==> src/rtl/key_cmd_gen.sv <==
// rtl/key_cmd_gen.sv - debounced push-button to I2C EEPROM command generator
//
// Turns two raw active-low push-buttons into single read/write commands for a
// downstream I2C EEPROM controller using a valid/ready handshake.
//
// Ports:
//   clk        system clock, all state changes on its rising edge
//   rst        asynchronous active-low reset
//   key_wr_n   raw active-low write button (asynchronous to clk)
//   key_rd_n   raw active-low read button (asynchronous to clk)
//   sw_data    DIP-switch data, captured when a write command is issued
//   cmd_valid  command available downstream
//   cmd_ready  downstream accepts the command
//   cmd_rw     0 = write, 1 = read
//   cmd_data   {4'b0000, captured sw_data}
//   cmd_count  number of accepted commands (wraps at 256)
module key_cmd_gen #(
   parameter int DEBOUNCE_CNT = 800000
) (
   input  logic       clk,
   input  logic       rst,
   input  logic       key_wr_n,
   input  logic       key_rd_n,
   input  logic [3:0] sw_data,
   output logic       cmd_valid,
   input  logic       cmd_ready,
   output logic       cmd_rw,
   output logic [7:0] cmd_data,
   output logic [7:0] cmd_count
);

   localparam logic [1:0] IDLE     = 2'd0;
   localparam logic [1:0] DEBOUNCE = 2'd1;
   localparam logic [1:0] ISSUE    = 2'd2;
   localparam logic [1:0] RELEASE  = 2'd3;

   localparam logic [19:0] CNT_LAST = 20'(DEBOUNCE_CNT - 1);

   logic [1:0]  wr_sync;
   logic [1:0]  rd_sync;
   logic        wr_s;
   logic        rd_s;
   logic [1:0]  state;
   logic [19:0] counter;
   logic        pend_rw;
   logic        pend_low;

   // Synchronizers reset to 1 so a key already held at reset release is seen
   // as a fresh high-to-low press.
   always_ff @(posedge clk or negedge rst) begin
      if (!rst) begin
         wr_sync <= 2'b11;
         rd_sync <= 2'b11;
      end else begin
         wr_sync <= {wr_sync[0], key_wr_n};
         rd_sync <= {rd_sync[0], key_rd_n};
      end
   end

   assign wr_s = wr_sync[1];
   assign rd_s = rd_sync[1];

   // Only the key that started the debounce matters; the other key is ignored
   // until the FSM is back in IDLE.
   assign pend_low = pend_rw ? !rd_s : !wr_s;

   always_ff @(posedge clk or negedge rst) begin
      if (!rst) begin
         state     <= IDLE;
         counter   <= 20'd0;
         pend_rw   <= 1'b0;
         cmd_valid <= 1'b0;
         cmd_rw    <= 1'b0;
         cmd_data  <= 8'd0;
         cmd_count <= 8'd0;
      end else begin
         case (state)
            IDLE: begin
               counter <= 20'd0;
               // Write has priority when both keys are down.
               if (!wr_s) begin
                  state   <= DEBOUNCE;
                  pend_rw <= 1'b0;
               end else if (!rd_s) begin
                  state   <= DEBOUNCE;
                  pend_rw <= 1'b1;
               end
            end
            DEBOUNCE: begin
               if (!pend_low) begin
                  state   <= IDLE;
                  counter <= 20'd0;
               end else if (counter == CNT_LAST) begin
                  state     <= ISSUE;
                  counter   <= 20'd0;
                  cmd_valid <= 1'b1;
                  cmd_rw    <= pend_rw;
                  cmd_data  <= {4'b0000, sw_data};
               end else begin
                  counter <= counter + 20'd1;
               end
            end
            ISSUE: begin
               if (cmd_ready) begin
                  state     <= RELEASE;
                  counter   <= 20'd0;
                  cmd_valid <= 1'b0;
                  cmd_count <= cmd_count + 8'd1;
               end
            end
            RELEASE: begin
               // Both keys must read high for DEBOUNCE_CNT consecutive cycles;
               // any bounce low restarts the count.
               if (!wr_s || !rd_s) begin
                  counter <= 20'd0;
               end else if (counter == CNT_LAST) begin
                  state   <= IDLE;
                  counter <= 20'd0;
               end else begin
                  counter <= counter + 20'd1;
               end
            end
            default: begin
               state   <= IDLE;
               counter <= 20'd0;
            end
         endcase
      end
   end

endmodule
==> config.mk <==
export PLATFORM = sky130hd
export DESIGN_NAME = key_cmd_gen
export DESIGN_NICKNAME = d
export VERILOG_FILES = /design/src/rtl/key_cmd_gen.sv
export SDC_FILE = /design/constraint.sdc
export NUM_CORES = 1
export LEC_CHECK = 0
export ABC_AREA = 1
export BUFFER_PORTS_ARGS = -buffer_cell sky130_fd_sc_hd__buf_2
export CAP_MARGIN = 30
export CORE_ASPECT_RATIO = 0.8
export CORE_UTILIZATION = 42
export DETAILED_ROUTE_END_ITERATION = 10
export PLACE_DENSITY = 0.68
export SYNTH_ARGS = -nofsm -noshare
export SYNTH_HDL_FRONTEND = slang
export SYNTH_SLANG_ARGS = --single-unit
==> constraint.sdc <==
create_clock -name clk -period 2 [get_ports clk]
set_clock_uncertainty 0.15 [all_clocks]
set_input_delay 0.4 -clock clk [delete_from_list [all_inputs] [get_ports clk]]
set_output_delay 0.4 -clock clk [all_outputs]
set_load 0.01 [all_outputs]
==> impl_metrics.csv, run 1 <==
group,metric,value,unit
outcome,status,"finished with violations",
outcome,failed_checks,"DRC",
cts,clk_path_buf_depth,2,
cts,clk_transition_reported_paths,0.08,ns
die,floorplan.initialDensity,43.6,%
sta,finalWorstPathRequiredPeriod,1.90,ns
detailed_routing,wl_per_cell,10.9,um
grt,globalRouteTotalUtil,18.1,%
detailed_routing,highest_metal_layer_with_signal_wires,"met4",
setup_path,cp_data_arrival_time,1.93,ns
final_layout,commonest_cells_after_routing_fill_and_taps_aside,"nand2_1, dfrtp_1, nor2_1",
detailed_routing,detailroute.via_count,2058,
synthesis,yosysSeqAreaShare,43.5,%
sta,fmaxAchievable,0.527,GHz
die,chipWidth,86.0,um
grt,grt_pass1_vias,1939,
setup_path,timing.critical_path.fanout_max,14,
detailed_routing,drtAntennaViolNets,0,
cts,root_buffer,"clkbuf_8",
sta,timing.final.ws_setup,0.103,ns
detailed_routing,route.detailed.vias_per_inst,4.71,
power_and_ir_drop,power_density,736,mW/mm^2
setup_path,worst_ep_required_time,2.04,ns
power_and_ir_drop,total_power,2.00,mW
detailed_routing,totalWireLength,4.77,mm
final_layout,post_route_cells_drive_above_1_share,18.7,%
synthesis,syn_avg_cell_area,7.36,sq um
final_layout,layoutNonFillerInstCount,437,
hold_path,hold_path_class,"primary input to flop",
hold_path,holdPathStages,1,
sta,report.final.setup_viol,0,
final_layout,n_fill_cell,529,
synthesis,synth_cells,322,
setup_path,reg2regPathDepth,10,
die,floorplan.io_pins,27,
place,place_worst_setup_slack,0.0644,ns
synthesis,synth.top_cells.by_area,"dfrtp_1, nand2_1, nand3_1, nor2_1, inv_1",
final_layout,final_common_cell,"nand2_1",
final_layout,layout_overhead_on_the_synthesized_area,14.9,%
cts,cts.sinks,41,
cts,clock_tree_from_tritoncts,"built",
detailed_routing,drtIter0Drc,121,
detailed_routing,met1Wirelength,2.42,mm
grt,antenna_found_initial,0,
cts,worst_skew_pair.late_latency,0.30,ns
die,placement_rows,24,
setup_path,critical_path.startpoint_type,"flop",
place,dp.cells,424,
die,die_area,0.00595,sq mm
die,chipHeight,69.2,um
power_and_ir_drop,leakagePower,1.45,nW
final_layout,antenna_cells,0,
grt,grt.overflow.total,0,
grt,grt_first_pass_wirelength,8.58,mm
setup_path,endpoint_kind,"flop",
place,place.port_buffers,22,
final_layout,final_net_count,369,
synthesis,synth_area,0.00237,sq mm
place,dp_hpwl,3.68,mm
synthesis,synth_area_leader_cell,"dfrtp_1",
sta,hold_ws,0.0436,ns
power_and_ir_drop,peak_vdd_ir,0.328,mV
detailed_routing,detail_route_met2_wl,2.13,mm
detailed_routing,met3_length,189,um
synthesis,synth.top_cell.area_share,39.1,%
synthesis,post_synth_num_cell_types,32,
run,max_cap_violations,0,
grt,largest_net_degree_at_the_start_of_global_routing,25,
sta,timing.final.max_slew_violations,0,
setup_path,criticalPathCategory,"flop to flop",
sta,period_utilization_post_route,94.8,%
sta,final-hold-violation-count,0,
cts,cts_htree_levels,2,
synthesis,synth-seq-cells,41,
place,place_congestion,0.865,
die,core,0.00544,sq mm
detailed_routing,drtPass1Iterations,7,
cts,cts_inserted_buffers,5,
detailed_routing,remaining_drc_errors,1,
synthesis,ys_warn_count,0,
==> layout make-up <==
cell class,count,area [sq um],share of cell area (%)
multi-input combinational,241,1160,42.7
sequential,41,1030,37.9
timing repair buffer,33,208,7.63
inverter,36,136,5.01
tap,78,97.6,3.58
clock buffer,5,68.8,2.53
clock inverter,3,17.5,0.643
==> critical path, stage by stage, from the launching register on <==
cell      delay [ns]
dfrtp_1         0.42
ha_2            0.22
nand2_2         0.07
clkinv_2        0.10
nand2_4         0.06
nor2_4          0.15
nand3_2         0.13
nand3_1         0.11
nand2_2         0.18
nand2_1         0.14
nand2_1         0.06
==> sequential cells by signal (all words and copies together), names as in the netlist, named ones only <==
signal     cells
cmd_rw         1
pend_rw        1
cmd_data       4
state          1
wr_sync        2
cmd_valid      1
counter       20
rd_sync        2
cmd_count      8
==> kinds of logic after synthesis <==
| logic type | Yosys count | synth area share [%] |
|---|---|---|
| compound gates | 15 | 3.64 |
| other cells | 1 | 0.158 |
| flops | 41 | 43.5 |
| simple gates | 208 | 39.2 |
| xor+xnor | 12 | 4.44 |
| buf+inv | 43 | 7.97 |
| fa+ha+maj | 2 | 1.06 |
==> metal layers <==
layer	global-route usage, %	vias to the layer above
met2	28.0	44
met4	5.56	0
met5	0	-
met1	25.6	944
li1	-	1066
met3	3.57	4
==> repair_timing <==
item | in CTS | in global routing
endpoints found under the hold margin | 16 | 0
setup buffers | 0 | 4
resized for setup | 0 | 1
hold buffers | 1 | 0
endpoints found under the setup margin | 0 | 11
==> through the flow <==
step | setup TNS, ns | cell area, sq um | util, %
detailed placement | 0 | 2590 | 47.7
floorplan | 0 | 2380 | -
global route | -0.0150 | 2720 | 50.1
CTS | 0 | 2690 | 49.5
global placement | 0 | 2590 | 47.7
finish | 0 | 2720 | 50.1
==> synth_stat cells (all sizes together) <==
cell	instances
and3	1
conb	1
clkbuf	1
a21oi	4
xnor2	6
o22ai	2
nand4	7
nand2	127
nor2	42
buf	6
ha	2
xor2	6
inv	33
clkinv	3
o221ai	1
nor3	2
dfstp	4
nand3	29
dfrtp	37
o211ai	2
o21ai	6
==> power breakdown <==
part | leakage [nW] | switching [mW] | internal [mW]
logic | 0.877 | 0.302 | 0.177
clock network | 0.0439 | 0.283 | 0.241
registers | 0.529 | 0.0927 | 0.910
==> final timing paths <==
kind                                   startpoint                       to  slack, ns
max reg2reg                counter[0]$_DFFE_PN0N_  counter[16]$_DFFE_PN0N_       0.10
min in group asynchronous                     rst  counter[12]$_DFFE_PN0N_       0.42
min reg2reg                  wr_sync[0]$_DFF_PN1_     wr_sync[1]$_DFF_PN1_       0.21
min                                      key_wr_n     wr_sync[0]$_DFF_PN1_       0.04
max                        counter[0]$_DFFE_PN0N_  counter[16]$_DFFE_PN0N_       0.10
max in group asynchronous                     rst     rd_sync[1]$_DFF_PN1_       0.74
Power figures use the tool's default switching activity.
==> run 2, diff against run 1 <==
--- a/config.mk
+++ b/config.mk
@@ -5,7 +5,6 @@
 export SDC_FILE = /design/constraint.sdc
 export NUM_CORES = 1
 export LEC_CHECK = 0
-export ABC_AREA = 1
 export BUFFER_PORTS_ARGS = -buffer_cell sky130_fd_sc_hd__buf_2
 export CAP_MARGIN = 30
 export CORE_ASPECT_RATIO = 0.8
==> run 2 against run 1 <==
- via count fell by 15%
- the run ends with setup timing left
- critical endpoint is now cmd_data[2]$_DFFE_PN0P_
- largest power group unchanged
- synthesized cell count fell by 37%
- flip-flop and latch count did not move
- combinational power fell by 19%
==> impl_metrics.csv, run 2 <==
group,metric,value,unit
run,max_cap_violations,0,
sta,report.final.setup_viol,5,
die,floorplan.initialDensity,45.2,%
detailed_routing,remaining_drc_errors,0,
grt,grt_pass1_vias,1621,
cts,clock_tree_from_tritoncts,"built",
final_layout,area_of_the_multi_input_gates,0.00105,sq mm
setup_path,worst_path_largest_cell_delay,0.41,ns
synthesis,combinational_family_with_the_most_area_after_synthesis,"simple AND/OR/NAND/NOR gates",
final_layout,layoutNonFillerInstCount,310,
synthesis,share_of_the_synthesized_netlist_area_taken_by_xor_and_xnor_gates,2.86,%
setup_path,reg2regPathDepth,5,
die,die_area,0.00539,sq mm
setup_path,criticalPathCategory,"flop to flop",
cts,clk_transition_reported_paths,0.08,ns
hold_path,holdPathEnd,"wr_sync[0]$_DFF_PN1_",
detailed_routing,drtPass1Iterations,4,
place,place_congestion,0.756,
hold_path,holdPathStages,1,
power_and_ir_drop,switching_power,546,uW
detailed_routing,route.detailed.vias_per_inst,5.63,
synthesis,async_reset_ff_share,100,%
setup_path,critical_path.startpoint_type,"flop",
synthesis,synth.top_cell.area_share,43.2,%
power_and_ir_drop,share_comb_of_total_power,19.7,%
cts,cts_htree_levels,2,
sta,fmaxAchievable,0.495,GHz
synthesis,yosys_most_used_dff,"dfrtp_1",
final_layout,commonest_cells_after_routing_fill_and_taps_aside,"dfrtp_1, buf_4, buf_2",
setup_path,timing.critical_path.fanout_max,6,
sta,rsz0062_at_grt,"true",
power_and_ir_drop,netSwitchingFraction,27.6,%
power_and_ir_drop,leakagePower,1.31,nW
die,chipHeight,65.9,um
cts,cts_inserted_buffers,5,
grt,globalRouteTotalUtil,18.5,%
setup_path,critPathSlowestCell,"dfrtp_1",
synthesis,cell_with_the_most_instances_after_synthesis,"dfrtp_1",
final_layout,final_net_count,260,
power_and_ir_drop,cellInternalPower,1.43,mW
synthesis,yosys.area_share.adder,1.17,%
sta,timing.final.ws_setup,-0.0222,ns
setup_path,endpoint_kind,"flop",
detailed_routing,totalWireLength,4.50,mm
final_layout,regMostFlops,"counter",
power_and_ir_drop,power_density,744,mW/mm^2
final_layout,layout_overhead_on_the_synthesized_area,24.2,%
synthesis,ys_warn_count,0,
setup_path,worst_ep_required_time,2.03,ns
synthesis,synth_cells,203,
synthesis,synth.top_cells.by_area,"dfrtp_1, dfstp_2, o31ai_1, nor3_1, mux2_1",
detailed_routing,detailroute.via_count,1746,
grt,groute.layer.met2.usage,27.1,%
cts,worst_skew_pair.late_latency,0.29,ns
setup_path,cell_breakdown_of_the_critical_path,"nor4bb_2 > nand3_1 > nor3_4 > and4b_2 > mux2_1",
detailed_routing,wl_per_cell,14.5,um
final_layout,final_common_cell,"dfrtp_1",
setup_path,timing.rr.start,"counter[9]$_DFFE_PN0N_",
synthesis,post_synth_mux_area_share,4.15,%
final_layout,register_area,0.00103,sq mm
die,chipWidth,81.8,um
power_and_ir_drop,power_frac_seq,47.2,%
synthesis,synth_area_leader_cell,"dfrtp_1",
grt,globalRouteMet3Util,3.86,%
final_layout,n_fill_cell,420,
grt,grt_first_pass_wirelength,7.56,mm
power_and_ir_drop,share_clk_of_total_power,33.2,%
setup_path,cp_data_arrival_time,2.06,ns
sta,finalWorstPathRequiredPeriod,2.02,ns
synthesis,synth_area,0.00214,sq mm
synthesis,post_synth_num_cell_types,49,
setup_path,ff2ff_setup_slack,-0.02,ns
hold_path,hold_path_class,"primary input to flop",
place,dp.cells,296,
grt,top_usage_layer,"met1",
final_layout,top_regs,"counter (20), cmd_count (8), cmd_data (4)",
synthesis,synth_enable_flop_cells,0,
synthesis,synth.top_cells.by_count,"dfrtp_1, nand2_1, nor2_1, nor3_1",
place,placed_area,0.00246,sq mm
final_layout,final_design_area_no_fill,0.00266,sq mm
setup_path,crit-reg2reg-capture,"cmd_data[2]$_DFFE_PN0P_",
hold_path,launch_point_of_the_worst_hold_path,"key_wr_n",
die,placement_rows,22,
detailed_routing,drtIter0Drc,152,
grt,largest_net_degree_at_the_start_of_global_routing,34,
grt,grt.overflow.total,0,
power_and_ir_drop,total_power,1.98,mW
synthesis,synth_compound_gate_area_share,15.0,%
synthesis,synth_simple_gate_area_share,24.1,%
synthesis,synth-seq-cells,41,
setup_path,critical_path.n_buffers_inverters,0,
final_layout,largest_register_ff_count,20,
sta,period_utilization_post_route,101,%
outcome,status,"finished with violations",
outcome,failed_checks,"setup timing",
final_layout,post_route_cells_drive_above_1_share,30.4,%
sta,timing.final.max_slew_violations,0,
setup_path,critical_path.top_delay_family,"simple AND/OR/NAND/NOR gates",
grt,grt_use_met1,27.1,%
place,place.port_buffers,22,
cts,cts.sinks,41,
detailed_routing,drtAntennaViolNets,0,
power_and_ir_drop,peak_vdd_ir,0.414,mV
sta,final-hold-violation-count,0,
synthesis,syn_avg_cell_area,10.6,sq um
cts,root_buffer,"clkbuf_8",
final_layout,antenna_cells,0,
place,dp_hpwl,3.14,mm
die,core,0.00473,sq mm
cts,clk_path_buf_depth,2,
grt,antenna_found_initial,0,
synthesis,yosysSeqAreaShare,48.1,%
die,floorplan.io_pins,27,
-- run 2: changes by cell type after synthesis, sizes merged, moves of 7 or more --
cell	change
o31ai	+10
inv	-30
mux2	+7
nand2	-115
nor2	-30
nor3	+11
nand3	-19
-- run 2: cells by family (layout without fill, tap and decap cells) --
kind of cell             after synthesis  in the layout
AND/OR/NAND/NOR                       84             84
AO/OA/AOI/OAI                         41             41
flip-flops                            41             41
buffers and inverters                 19             63
multiplexers                           8              8
XOR/XNOR                               7              7
adder cells (fa/ha/maj)                2              2
other                                  1              4
-- run 2: cell type report --
class	count	share of cell area, %
tap	60	2.82
multi-input combinational	146	39.6
sequential	41	38.8
inverter	3	0.423
clock inverter	2	1.32
clock buffer	6	2.73
timing repair buffer	52	14.4
-- run 2: power by group through the flow --
stage | combinational [mW] | sequential (mW) | clock (mW)
final | 0.389 | 0.933 | 0.657
after global placement | 0.376 | 0.944 | 0
after floorplan | 0.250 | 0.923 | 0
after global routing | 0.435 | 0.938 | 0.709
after detailed placement | 0.380 | 0.947 | 0
after CTS | 0.389 | 0.931 | 0.666
-- run 2: through the flow --
step	setup slack, ns	TNS (ns)	hold slack [ns]	utilization, %
floorplan	0.00651	0	-0.0456	-
detailed placement	-0.148	-0.670	0.197	52.0
CTS	-0.0466	-0.151	0.0497	55.0
global placement	-0.107	-0.577	0.195	52.0
global route	-0.110	-0.926	0.0464	56.2
finish	-0.0222	-0.0541	0.0575	56.2
-- run 2: how the worst max path moves through the flow --
stage / from / end / slack, ns / cells after the start
after global routing: counter[9]$_DFFE_PN0N_ / cmd_data[2]$_DFFE_PN0P_ / -0.11 / 5
after CTS: counter[11]$_DFFE_PN0N_ / cmd_data[0]$_DFFE_PN0P_ / -0.05 / 5
after detailed placement: counter[9]$_DFFE_PN0N_ / cmd_data[0]$_DFFE_PN0P_ / -0.15 / 5
final: counter[9]$_DFFE_PN0N_ / cmd_data[2]$_DFFE_PN0P_ / -0.02 / 5
after global placement: counter[9]$_DFFE_PN0N_ / cmd_data[0]$_DFFE_PN0P_ / -0.11 / 5
after floorplan: counter[4]$_DFFE_PN0N_ / cmd_data[0]$_DFFE_PN0P_ / 0.007 / 6
-- run 2: repair_timing --
action / 4_1_cts / 5_1_grt
setup endpoints to repair: 10 / 22
endpoints found under the hold margin: 12 / 0
pin swaps: 3 / 2
resized for setup: 2 / 9
hold buffers: 1 / 0
setup buffers: 2 / 3
-- run 2: layer usage --
layer,share of wire (%),routed length [um]
met5,0,0
met4,0.96,43
met3,3.9,176
met2,45,2010
met1,50,2260
==> run 3, diff against run 2 <==
--- a/config.mk
+++ b/config.mk
@@ -11,6 +11,7 @@
 export CORE_UTILIZATION = 42
 export DETAILED_ROUTE_END_ITERATION = 10
 export PLACE_DENSITY = 0.68
+export RECOVER_POWER = 100
 export SYNTH_ARGS = -nofsm -noshare
 export SYNTH_HDL_FRONTEND = slang
 export SYNTH_SLANG_ARGS = --single-unit
==> run 3 against run 2 <==
- the flow still finishes with violations (setup timing)
- flip-flop and latch count unchanged
- register-to-register slack about the same
- combinational power about the same
- sequential power about the same
- die area unchanged
- power about the same
- critical endpoint unchanged
- largest cell class unchanged
- highest routed layer unchanged
==> impl_metrics.csv, run 3 (synthesized netlist as in run 2, its figures left out) <==
group,metric,value,unit
outcome,status,"finished with violations",
outcome,failed_checks,"setup timing",
power_and_ir_drop,leakagePower,1.24,nW
sta,fmaxAchievable,0.494,GHz
cts,cts.sinks,41,
power_and_ir_drop,power_density,750,mW/mm^2
setup_path,criticalPathCategory,"flop to flop",
sta,timing.final.max_slew_violations,0,
die,chipHeight,65.9,um
sta,rsz0062_at_grt,"true",
sta,relSlewSlack,36.0,%
die,placement_rows,22,
hold_path,holdPathStages,1,
cts,clk_transition_reported_paths,0.08,ns
final_layout,layoutNonFillerInstCount,310,
setup_path,endpoint_kind,"flop",
sta,worst-slew-pin-transition,0.959,ns
cts,cts_htree_levels,2,
die,floorplan.initialDensity,45.2,%
cts,worst_skew_pair.late_latency,0.29,ns
grt,largest_net_degree_at_the_start_of_global_routing,34,
place,place.port_buffers,22,
detailed_routing,drtIter0Drc,109,
sta,finalWorstPathRequiredPeriod,2.02,ns
setup_path,worst_ep_required_time,2.03,ns
sta,total_negative_setup_slacks,-0.0580,ns
final_layout,largest_register_ff_count,20,
final_layout,final_common_cell,"dfrtp_1",
detailed_routing,wl_per_cell,14.6,um
final_layout,n_fill_cell,427,
die,core,0.00473,sq mm
hold_path,hold_path_class,"primary input to flop",
setup_path,cp_data_arrival_time,2.06,ns
die,chipWidth,81.8,um
setup_path,timing.rr.start,"counter[9]$_DFFE_PN0N_",
detailed_routing,route.detailed.vias_per_inst,5.62,
sta,period_utilization_post_route,101,%
place,dp_hpwl,3.14,mm
setup_path,critical_path.startpoint_type,"flop",
setup_path,ff2ff_setup_slack,-0.02,ns
detailed_routing,totalWireLength,4.53,mm
final_layout,top_regs,"counter (20), cmd_count (8), cmd_data (4)",
die,die_area,0.00539,sq mm
sta,report.final.setup_viol,5,
cts,clock_tree_from_tritoncts,"built",
setup_path,reg2regPathDepth,5,
place,dp.cells,296,
detailed_routing,detailroute.via_count,1741,
final_layout,commonest_cells_after_routing_fill_and_taps_aside,"dfrtp_1, buf_4, clkbuf_1",
hold_path,launch_point_of_the_worst_hold_path,"key_wr_n",
run,max_cap_violations,0,
power_and_ir_drop,peak_vdd_ir,0.415,mV
detailed_routing,drtAntennaViolNets,0,
setup_path,crit-reg2reg-capture,"cmd_data[2]$_DFFE_PN0P_",
hold_path,holdPathEnd,"wr_sync[0]$_DFF_PN1_",
power_and_ir_drop,total_power,1.98,mW
detailed_routing,remaining_drc_errors,0,
grt,grt_pass1_vias,1621,
grt,globalRouteTotalUtil,18.5,%
setup_path,timing.critical_path.fanout_max,6,
final_layout,final_net_count,260,
detailed_routing,drtPass1Iterations,4,
final_layout,antenna_cells,0,
cts,cts_inserted_buffers,5,
place,place_congestion,0.756,
sta,final-hold-violation-count,0,
grt,antenna_found_initial,0,
sta,hold_ws,0.0575,ns
cts,clk_path_buf_depth,2,
grt,grt.overflow.total,0,
final_layout,final_design_area_no_fill,0.00264,sq mm
final_layout,regMostFlops,"counter",
final_layout,post_route_cells_drive_above_1_share,24.0,%
place,placed_area,0.00246,sq mm
die,floorplan.io_pins,27,
final_layout,layout_overhead_on_the_synthesized_area,23.1,%
cts,root_buffer,"clkbuf_8",
grt,grt_first_pass_wirelength,7.56,mm
sta,timing.final.ws_setup,-0.0229,ns
## run 3: routing by layer
layer	up-vias	track usage (%)	part of all wire, %
met5	-	0	0
met4	0	5.92	0.99
met3	4	3.86	3.7
met2	35	27.1	45
met1	851	27.1	51
li1	851	-	-
## run 3: worst max path at each step
stage / from / to / slack [ns]
6_report: counter[9]$_DFFE_PN0N_ / cmd_data[2]$_DFFE_PN0P_ / -0.02
5_1_grt: counter[9]$_DFFE_PN0N_ / cmd_data[2]$_DFFE_PN0P_ / -0.11
4_1_cts: counter[11]$_DFFE_PN0N_ / cmd_data[0]$_DFFE_PN0P_ / -0.05
3_5_place_dp: counter[9]$_DFFE_PN0N_ / cmd_data[0]$_DFFE_PN0P_ / -0.15
3_3_place_gp: counter[9]$_DFFE_PN0N_ / cmd_data[0]$_DFFE_PN0P_ / -0.11
2_1_floorplan: counter[4]$_DFFE_PN0N_ / cmd_data[0]$_DFFE_PN0P_ / 0.007
## run 3: report_power, final
part / total, mW / switching (mW) / internal, mW / leakage (nW)
Clock: 0.656 / 0.286 / 0.371 / 0.0552
Sequential: 0.933 / 0.0578 / 0.875 / 0.553
Combinational: 0.389 / 0.202 / 0.188 / 0.631
Total: 1.98 / 0.545 / 1.43 / 1.24
## run 3: final cells by class
| cell class | instances | area [sq um] | area share [%] |
|---|---|---|---|
| well taps | 60 | 75.1 | 2.85 |
| repair buffers | 52 | 360 | 13.7 |
| clock inverters | 2 | 35.0 | 1.33 |
| flip-flops and latches | 41 | 1030 | 39.1 |
| clock buffers | 6 | 72.6 | 2.75 |
| multi-input cells | 146 | 1050 | 39.9 |
| inverters | 3 | 11.3 | 0.427 |
## run 3: through the flow
| step | setup slack (ns) | utilization, % |
|---|---|---|
| after CTS | -0.0466 | 55.0 |
| after global placement | -0.107 | 52.0 |
| after detailed placement | -0.148 | 52.0 |
| final | -0.0229 | 55.7 |
| after global routing | -0.110 | 55.7 |
| after floorplan | 0.00651 | - |
## run 3: worst max-delay path, stage by stage, from the launching register on
cell      delay [ns]
dfrtp_1         0.41
nor4bb_2        0.31
nand3_1         0.18
nor3_4          0.16
and4b_2         0.36
mux2_1          0.34
## run 3: what timing repair did
item,CTS,global route
buffers inserted,2,3
hold buffers,1,0
pin swaps,3,2
gates resized for setup,2,9
endpoints found under the hold margin,12,0
endpoints found under the setup margin,10,22
